--- src/rtl/rrag_agu_sb.sv ---
// rtl/rrag_agu_sb.sv - register-read/address-generation stage with pending-writer scoreboard (optional macro: RRAG_PAGE_SPLIT_EN)
module rrag_agu_sb #(
    parameter int NCH  = 2,
    parameter int NREG = 8,
    parameter int AW   = 32,
    parameter int CNTW = 3,
    localparam int RAW = $clog2(NREG)
) (
    input  logic               clk,
    input  logic               clr,
    input  logic               in_valid,
    output logic               in_ready,
    input  logic [NCH-1:0]     in_ch_en,
    input  logic [NCH-1:0]     in_base_use,
    input  logic [NCH-1:0]     in_idx_use,
    input  logic [NCH*RAW-1:0] in_base_reg,
    input  logic [NCH*RAW-1:0] in_idx_reg,
    input  logic [NCH*AW-1:0]  in_base_val,
    input  logic [NCH*AW-1:0]  in_idx_val,
    input  logic [NCH*2-1:0]   in_scale,
    input  logic [NCH*AW-1:0]  in_disp,
    input  logic [NCH*16-1:0]  in_seg,
    input  logic [1:0]         in_size,
    input  logic [NREG-1:0]    in_dest_mask,
    input  logic               wb_valid,
    input  logic [NREG-1:0]    wb_mask,
    input  logic               flush,
    output logic               out_valid,
    input  logic               out_ready,
    output logic [NCH*AW-1:0]  out_addr,
    output logic [NCH*AW-1:0]  out_end,
    output logic [NCH-1:0]     out_ch_en,
    output logic [NCH-1:0]     out_split,
    output logic               out_beat,
    output logic [NREG-1:0]    sb_busy,
    output logic               sb_err
);

    typedef enum logic [1:0] {EMPTY = 2'd0, FULL0 = 2'd1, FULL1 = 2'd2} state_t;

    state_t          state, state_nx;
    logic [CNTW-1:0] cnt [NREG];
    logic [AW-1:0]   base_e [NCH];
    logic [AW-1:0]   idx_e [NCH];
    logic [AW-1:0]   addr_c [NCH];
    logic [AW-1:0]   end_c [NCH];
    logic [NCH-1:0]  split_c;
    logic [AW-1:0]   addr_q [NCH];
    logic [AW-1:0]   end_q [NCH];
    logic [NCH-1:0]  ch_en_q;
    logic [NCH-1:0]  split_q;
    logic [AW-1:0]   size_m1;
    logic            dep, sat, accept, split_pending;

    assign size_m1       = (AW'(1) << in_size) - AW'(1);
    assign split_pending = |split_q;
    assign accept        = in_valid & in_ready;
    assign in_ready      = ~dep & ~sat & ~flush &
                           ((state == EMPTY) | ((state == FULL0) & ~split_pending & out_ready));

    // Per-channel effective address, end address and page-crossing detection
    always_comb begin
        for (int c = 0; c < NCH; c++) begin
            base_e[c] = in_base_use[c] ? in_base_val[c*AW +: AW] : '0;
            idx_e[c]  = in_idx_use[c] ? in_idx_val[c*AW +: AW] : '0;
            addr_c[c] = AW'({in_seg[c*16 +: 16], 16'h0000}) + base_e[c]
                      + (idx_e[c] << in_scale[c*2 +: 2]) + in_disp[c*AW +: AW];
            end_c[c]  = addr_c[c] + size_m1;
`ifdef RRAG_PAGE_SPLIT_EN
            split_c[c] = in_ch_en[c] & (addr_c[c][AW-1:12] != end_c[c][AW-1:12]);
`else
            split_c[c] = 1'b0;
`endif
        end
    end

    // Issue stalls: in-flight producers of used registers, and counters about to overflow
    always_comb begin
        dep = 1'b0;
        sat = 1'b0;
        for (int c = 0; c < NCH; c++) begin
            if (in_ch_en[c]) begin
                if (in_base_use[c] && (cnt[in_base_reg[c*RAW +: RAW]] != '0)) dep = 1'b1;
                if (in_idx_use[c] && (cnt[in_idx_reg[c*RAW +: RAW]] != '0)) dep = 1'b1;
            end
        end
        for (int r = 0; r < NREG; r++) begin
            sb_busy[r] = |cnt[r];
            if (in_dest_mask[r] && (cnt[r] == '1)) sat = 1'b1;
        end
    end

    // Scoreboard counters: issue increments, writeback decrements, flush clears
    always_ff @(posedge clk) begin
        if (!clr) begin
            for (int r = 0; r < NREG; r++) cnt[r] <= '0;
            sb_err <= 1'b0;
        end else if (flush) begin
            for (int r = 0; r < NREG; r++) cnt[r] <= '0;
        end else begin
            for (int r = 0; r < NREG; r++) begin
                if ((accept & in_dest_mask[r]) & ~(wb_valid & wb_mask[r])) begin
                    cnt[r] <= cnt[r] + CNTW'(1);
                end else if ((wb_valid & wb_mask[r]) & ~(accept & in_dest_mask[r])) begin
                    if (cnt[r] == '0) sb_err <= 1'b1;
                    else              cnt[r] <= cnt[r] - CNTW'(1);
                end
            end
        end
    end

    // Output latch payload, captured on every accepted instruction
    always_ff @(posedge clk) begin
        if (!clr) begin
            for (int c = 0; c < NCH; c++) begin
                addr_q[c] <= '0;
                end_q[c]  <= '0;
            end
            ch_en_q <= '0;
            split_q <= '0;
        end else if (accept) begin
            for (int c = 0; c < NCH; c++) begin
                addr_q[c] <= addr_c[c];
                end_q[c]  <= end_c[c];
            end
            ch_en_q <= in_ch_en;
            split_q <= split_c;
        end
    end

    // Output FSM state register
    always_ff @(posedge clk) begin
        if (!clr) state <= EMPTY;
        else      state <= state_nx;
    end

    // Output FSM next state; flush overrides everything
    always_comb begin
        state_nx = state;
        if (flush) begin
            state_nx = EMPTY;
        end else begin
            case (state)
                EMPTY: if (accept) state_nx = FULL0;
                FULL0: begin
                    if (out_ready) begin
                        if (split_pending) state_nx = FULL1;
                        else if (accept)   state_nx = FULL0;
                        else               state_nx = EMPTY;
                    end
                end
                FULL1:   if (out_ready) state_nx = EMPTY;
                default: state_nx = EMPTY;
            endcase
        end
    end

    // Output FSM outputs: beat 0 clips split channels at the page end, beat 1 carries the remainder
    always_comb begin
        out_valid = (state != EMPTY);
        out_addr  = '0;
        out_end   = '0;
        out_ch_en = '0;
        out_split = '0;
        out_beat  = 1'b0;
        case (state)
            FULL0: begin
                out_ch_en = ch_en_q;
                out_split = split_q;
                for (int c = 0; c < NCH; c++) begin
                    out_addr[c*AW +: AW] = addr_q[c];
                    out_end[c*AW +: AW]  = split_q[c] ? {addr_q[c][AW-1:12], 12'hFFF} : end_q[c];
                end
            end
            FULL1: begin
                out_beat  = 1'b1;
                out_ch_en = split_q;
                out_split = split_q;
                for (int c = 0; c < NCH; c++) begin
                    if (split_q[c]) begin
                        out_addr[c*AW +: AW] = {end_q[c][AW-1:12], 12'h000};
                        out_end[c*AW +: AW]  = end_q[c];
                    end
                end
            end
            default: ;
        endcase
    end

endmodule

--- config.mk ---
export PLATFORM = sky130hd
export DESIGN_NAME = rrag_agu_sb
export DESIGN_NICKNAME = d
export VERILOG_FILES = /design/src/rtl/rrag_agu_sb.sv
export SDC_FILE = /design/constraint.sdc
export NUM_CORES = 1
export LEC_CHECK = 0
export ABC_AREA = 1
export CAP_MARGIN = 30
export CORE_ASPECT_RATIO = 1.2
export CORE_MARGIN = 3
export CORE_UTILIZATION = 55
export DETAILED_ROUTE_END_ITERATION = 12
export GPL_TIMING_DRIVEN = 0
export PLACE_DENSITY = 0.86
export RECOVER_POWER = 25
export SLEW_MARGIN = 30
export SYNTH_ARGS = -nofsm -noshare
export SYNTH_HDL_FRONTEND = slang
export SYNTH_SLANG_ARGS = --single-unit
--- constraint.sdc ---
create_clock -name clk -period 11.6 [get_ports clk]
set_input_delay 2.32 -clock clk [delete_from_list [all_inputs] [get_ports clk]]
set_output_delay 2.32 -clock clk [all_outputs]
set_load 0.01 [all_outputs]
==> impl_metrics.yaml <==
status:
  status: "finished, violations left"
  violations: "max-capacitance violations, max-slew violations"
cts:
  post_cts_resized: 0
  cts.sinks: 156
  numCtsBuffers: 17
  ctsHoldBuffers: 0
  cts_tree: "yes"
  clk-insertion-delay-late_ns: 0.45
  max-clock-path-buffers: 2
  cts-htree-levels: 4
  cts_root_buffer: "clkbuf_16"
  cts_setup_buffers: 0
  cts.clk_slew.worst_paths_ns: 0.07
routing:
  drc: 0
  drt_iter0_markers: 1360
  num_vias: 19676
  viasPerCell: 5.324
  dr.pass1.iters: 9
  drt_wl_total_um: 64220
  drtAntennaViolNets: 0
  post_drt_wl_per_cell_um: 17.37
setup_path:
  max_stage_delay_ns: 0.70
  cp.arrival_ns: 9.40
  r2r_cells: 11
  cp.required_ns: 11.91
  path_class: "in -> reg"
  critPathLaunchType: "primary input"
  cpMostUsedCell: "nand2_1"
  path_buf_inv: 6
  endpoint_kind: "flip-flop"
  cp_slowest_cell: "clkdlybuf4s50_1"
  r2r_end: "addr_q[0][12]"
  critPathTopFamily: "adder cells"
  cp_max_fo: 10
  reg2reg_from: "cnt[4][0]"
  rrSetupSlack_ns: 5.52
hold_path:
  hp-start: "ch_en_q[0]"
  min_path_type: "reg -> reg"
  hold_depth: 2
  min_to: "ch_en_q[0]"
layout:
  multiInputGateArea_mm2: 0.01189
  finalNetCount: 3768
  postLayoutCellArea_mm2: 0.02457
  seq_area_mm2: 0.004644
  utilization_pct: 71.54
  antennaDiodeCount: 0
  fillerInstances: 2929
  syn2layout_area_growth_pct: 27.37
  drive_gt1_share_pct: 1.975
die:
  core_mm2: 0.03435
  io_pins: 414
  rows: 74
  die_h_um: 211.2
  die_area_mm2: 0.03737
  die_x_um: 177.0
  initial_core_util_pct: 56.17
timing:
  slew_viol_final: 42
  clock-skew-final_ns: 0.01105
  fin_crit_ns: 9.097
  tns_ns: 0
  tightest_slew_ns: 2.272
  finalHoldViolCount: 0
  setup_violations: 0
  fin_ws_ns: 2.503
  period_share_pct: 78.42
  clock.fmax_ghz: 0.1099
  relSlewSlack_pct: -51.49
  grt_setup_unrepaired: "no"
yosys:
  synth-async-reset-ratio_pct: 0
  yosysSeqAreaShare_pct: 24.07
  synthCells: 2773
  yosys_warnings: 0
  synth_area_per_cell_um2: 6.958
  synth.cell_area_mm2: 0.01929
  ys.flop_type: "edfxtp_1"
  synth-edff-count: 152
  ys_ff_latch: 156
  yosysUniqueCellTypes: 54
placed_design:
  port-buffer-count: 404
  hpwl_um: 54980
  gp_congestion: 1.035
  dp_slack_ns: 2.239
  placed_area_mm2: 0.02410
global_route:
  grt_pass1_wl_um: 100200
  grt_usage_pct: 34.21
  grt_max_degree: 56
  grt.overflow.total: 0
  grt_pass1_vias: 19674
  antenna_found_initial: 0
job:
  max_cap_violations: 2
power:
  p_leak_nw: 13.38
  power_density_mw_per_mm2: 154.5
  vdd_ir_drop_max_mv: 0.1067
[final cells by class]
class	instances	area share, %
inverters	659	10.07
plain buffers	76	1.344
repair buffers	407	16.69
well taps	456	2.322
multi-input cells	1910	48.38
flip-flops and latches	156	18.90
clock buffers	17	1.731
clock inverters	15	0.5601
[cell usage after synthesis (3+ instances only)]
cell / count / area [µm²]
a22oi_1: 4 / 30.03
mux2i_1: 6 / 60.06
a21oi_1: 176 / 880.8
a21boi_1: 3 / 22.52
dfxtp_1: 4 / 80.08
nand3b_1: 7 / 52.55
o21bai_1: 8 / 60.06
nor2_1: 229 / 859.6
edfxtp_1: 152 / 4564
clkbuf_1: 54 / 202.7
o21a_1: 3 / 22.52
nand2_1: 648 / 2432
buf_6: 8 / 90.09
o21ai_0: 152 / 760.7
a31oi_1: 44 / 275.3
a21boi_0: 4 / 30.03
o22ai_1: 5 / 31.28
xor2_1: 63 / 551.8
buf_1: 7 / 26.28
o21ai_1: 3 / 15.01
nor4_1: 6 / 37.54
o211ai_1: 9 / 67.56
inv_1: 655 / 2459
xnor2_1: 21 / 183.9
buf_2: 4 / 20.02
a21o_1: 19 / 142.6
or2_2: 12 / 75.07
nand3_1: 98 / 490.5
nor3_1: 33 / 165.2
buf_4: 3 / 22.52
a221oi_1: 5 / 43.79
fa_1: 98 / 1962
ha_1: 173 / 2165
nand4_1: 29 / 181.4
[kinds of logic after synthesis]
family          count (synthesis)  synth area share, %
xor+xnor                       84                3.813
compound gates                447                12.93
simple gates                 1073                22.77
buf+inv                       735                14.69
mux                             6               0.3113
fa+ha+maj                     271                21.39
flops                         156                24.07
other cells                     1              0.01944
[sequential cells by signal (all words and copies together), names as in the netlist]
| name | cells |
|---|---|
| end_q | 64 |
| ch_en_q | 2 |
| state | 1 |
| addr_q | 64 |
| sb_err | 1 |
| cnt | 24 |
[how the worst max path moves through the flow]
stage / from / to / slack [ns] / cells after the start
2_1_floorplan: in_scale[0] / end_q[0][29] / 3.83 / 35
3_3_place_gp: in_idx_use[0] / end_q[0][29] / 2.39 / 37
3_5_place_dp: in_idx_use[0] / end_q[0][29] / 2.24 / 37
4_1_cts: in_idx_use[0] / end_q[0][29] / 2.64 / 37
5_1_grt: in_idx_use[0] / end_q[0][29] / 1.71 / 37
6_report: in_idx_use[0] / end_q[0][29] / 2.50 / 37
[cell usage in the layout (no fill, tap or decap), types with 60 or more instances in the layout]
| cell type | n |
|---|---|
| a21oi_1 | 177 |
| clkbuf_1 | 60 |
| clkdlybuf4s50_1 | 375 |
| edfxtp_1 | 152 |
| fa_1 | 98 |
| ha_1 | 173 |
| inv_1 | 655 |
| nand2_1 | 649 |
| nand3_1 | 98 |
| nor2_1 | 229 |
| o21ai_0 | 152 |
| xor2_1 | 63 |
[layer usage]
metal / wire [µm] / track usage [%] / up-vias
met1: 24270 / 39.75 / 8982
met5: 0 / 0 / -
met3: 4671 / 5.627 / 187
li1: - / - / 9610
met4: 3912 / 18.83 / 0
met2: 31370 / 59.96 / 897
[metrics by stage]
stage / total power [mW] / cells / hold WS, ns
finish: 3.797 / 3696 / 0.4803
global route: 4.144 / 3696 / 0.5208
CTS: 3.745 / 3696 / 0.4779
detailed placement: 3.187 / 3664 / 0.4660
global placement: 3.128 / 3661 / 0.4601
floorplan: 2.506 / 2801 / 0.4481
[power breakdown]
part           internal, mW  switching [mW]
combinational         0.899            1.64
clock                 0.298           0.246
sequential            0.692          0.0251
[worst min-delay path: cells and delay by family, from the launching register on]
family / cells / cell delay [ns]
DFF: 1 / 0.31
and+or+nand+nor: 2 / 0.13
No activity file was read; power rests on OpenSTA's default activity.
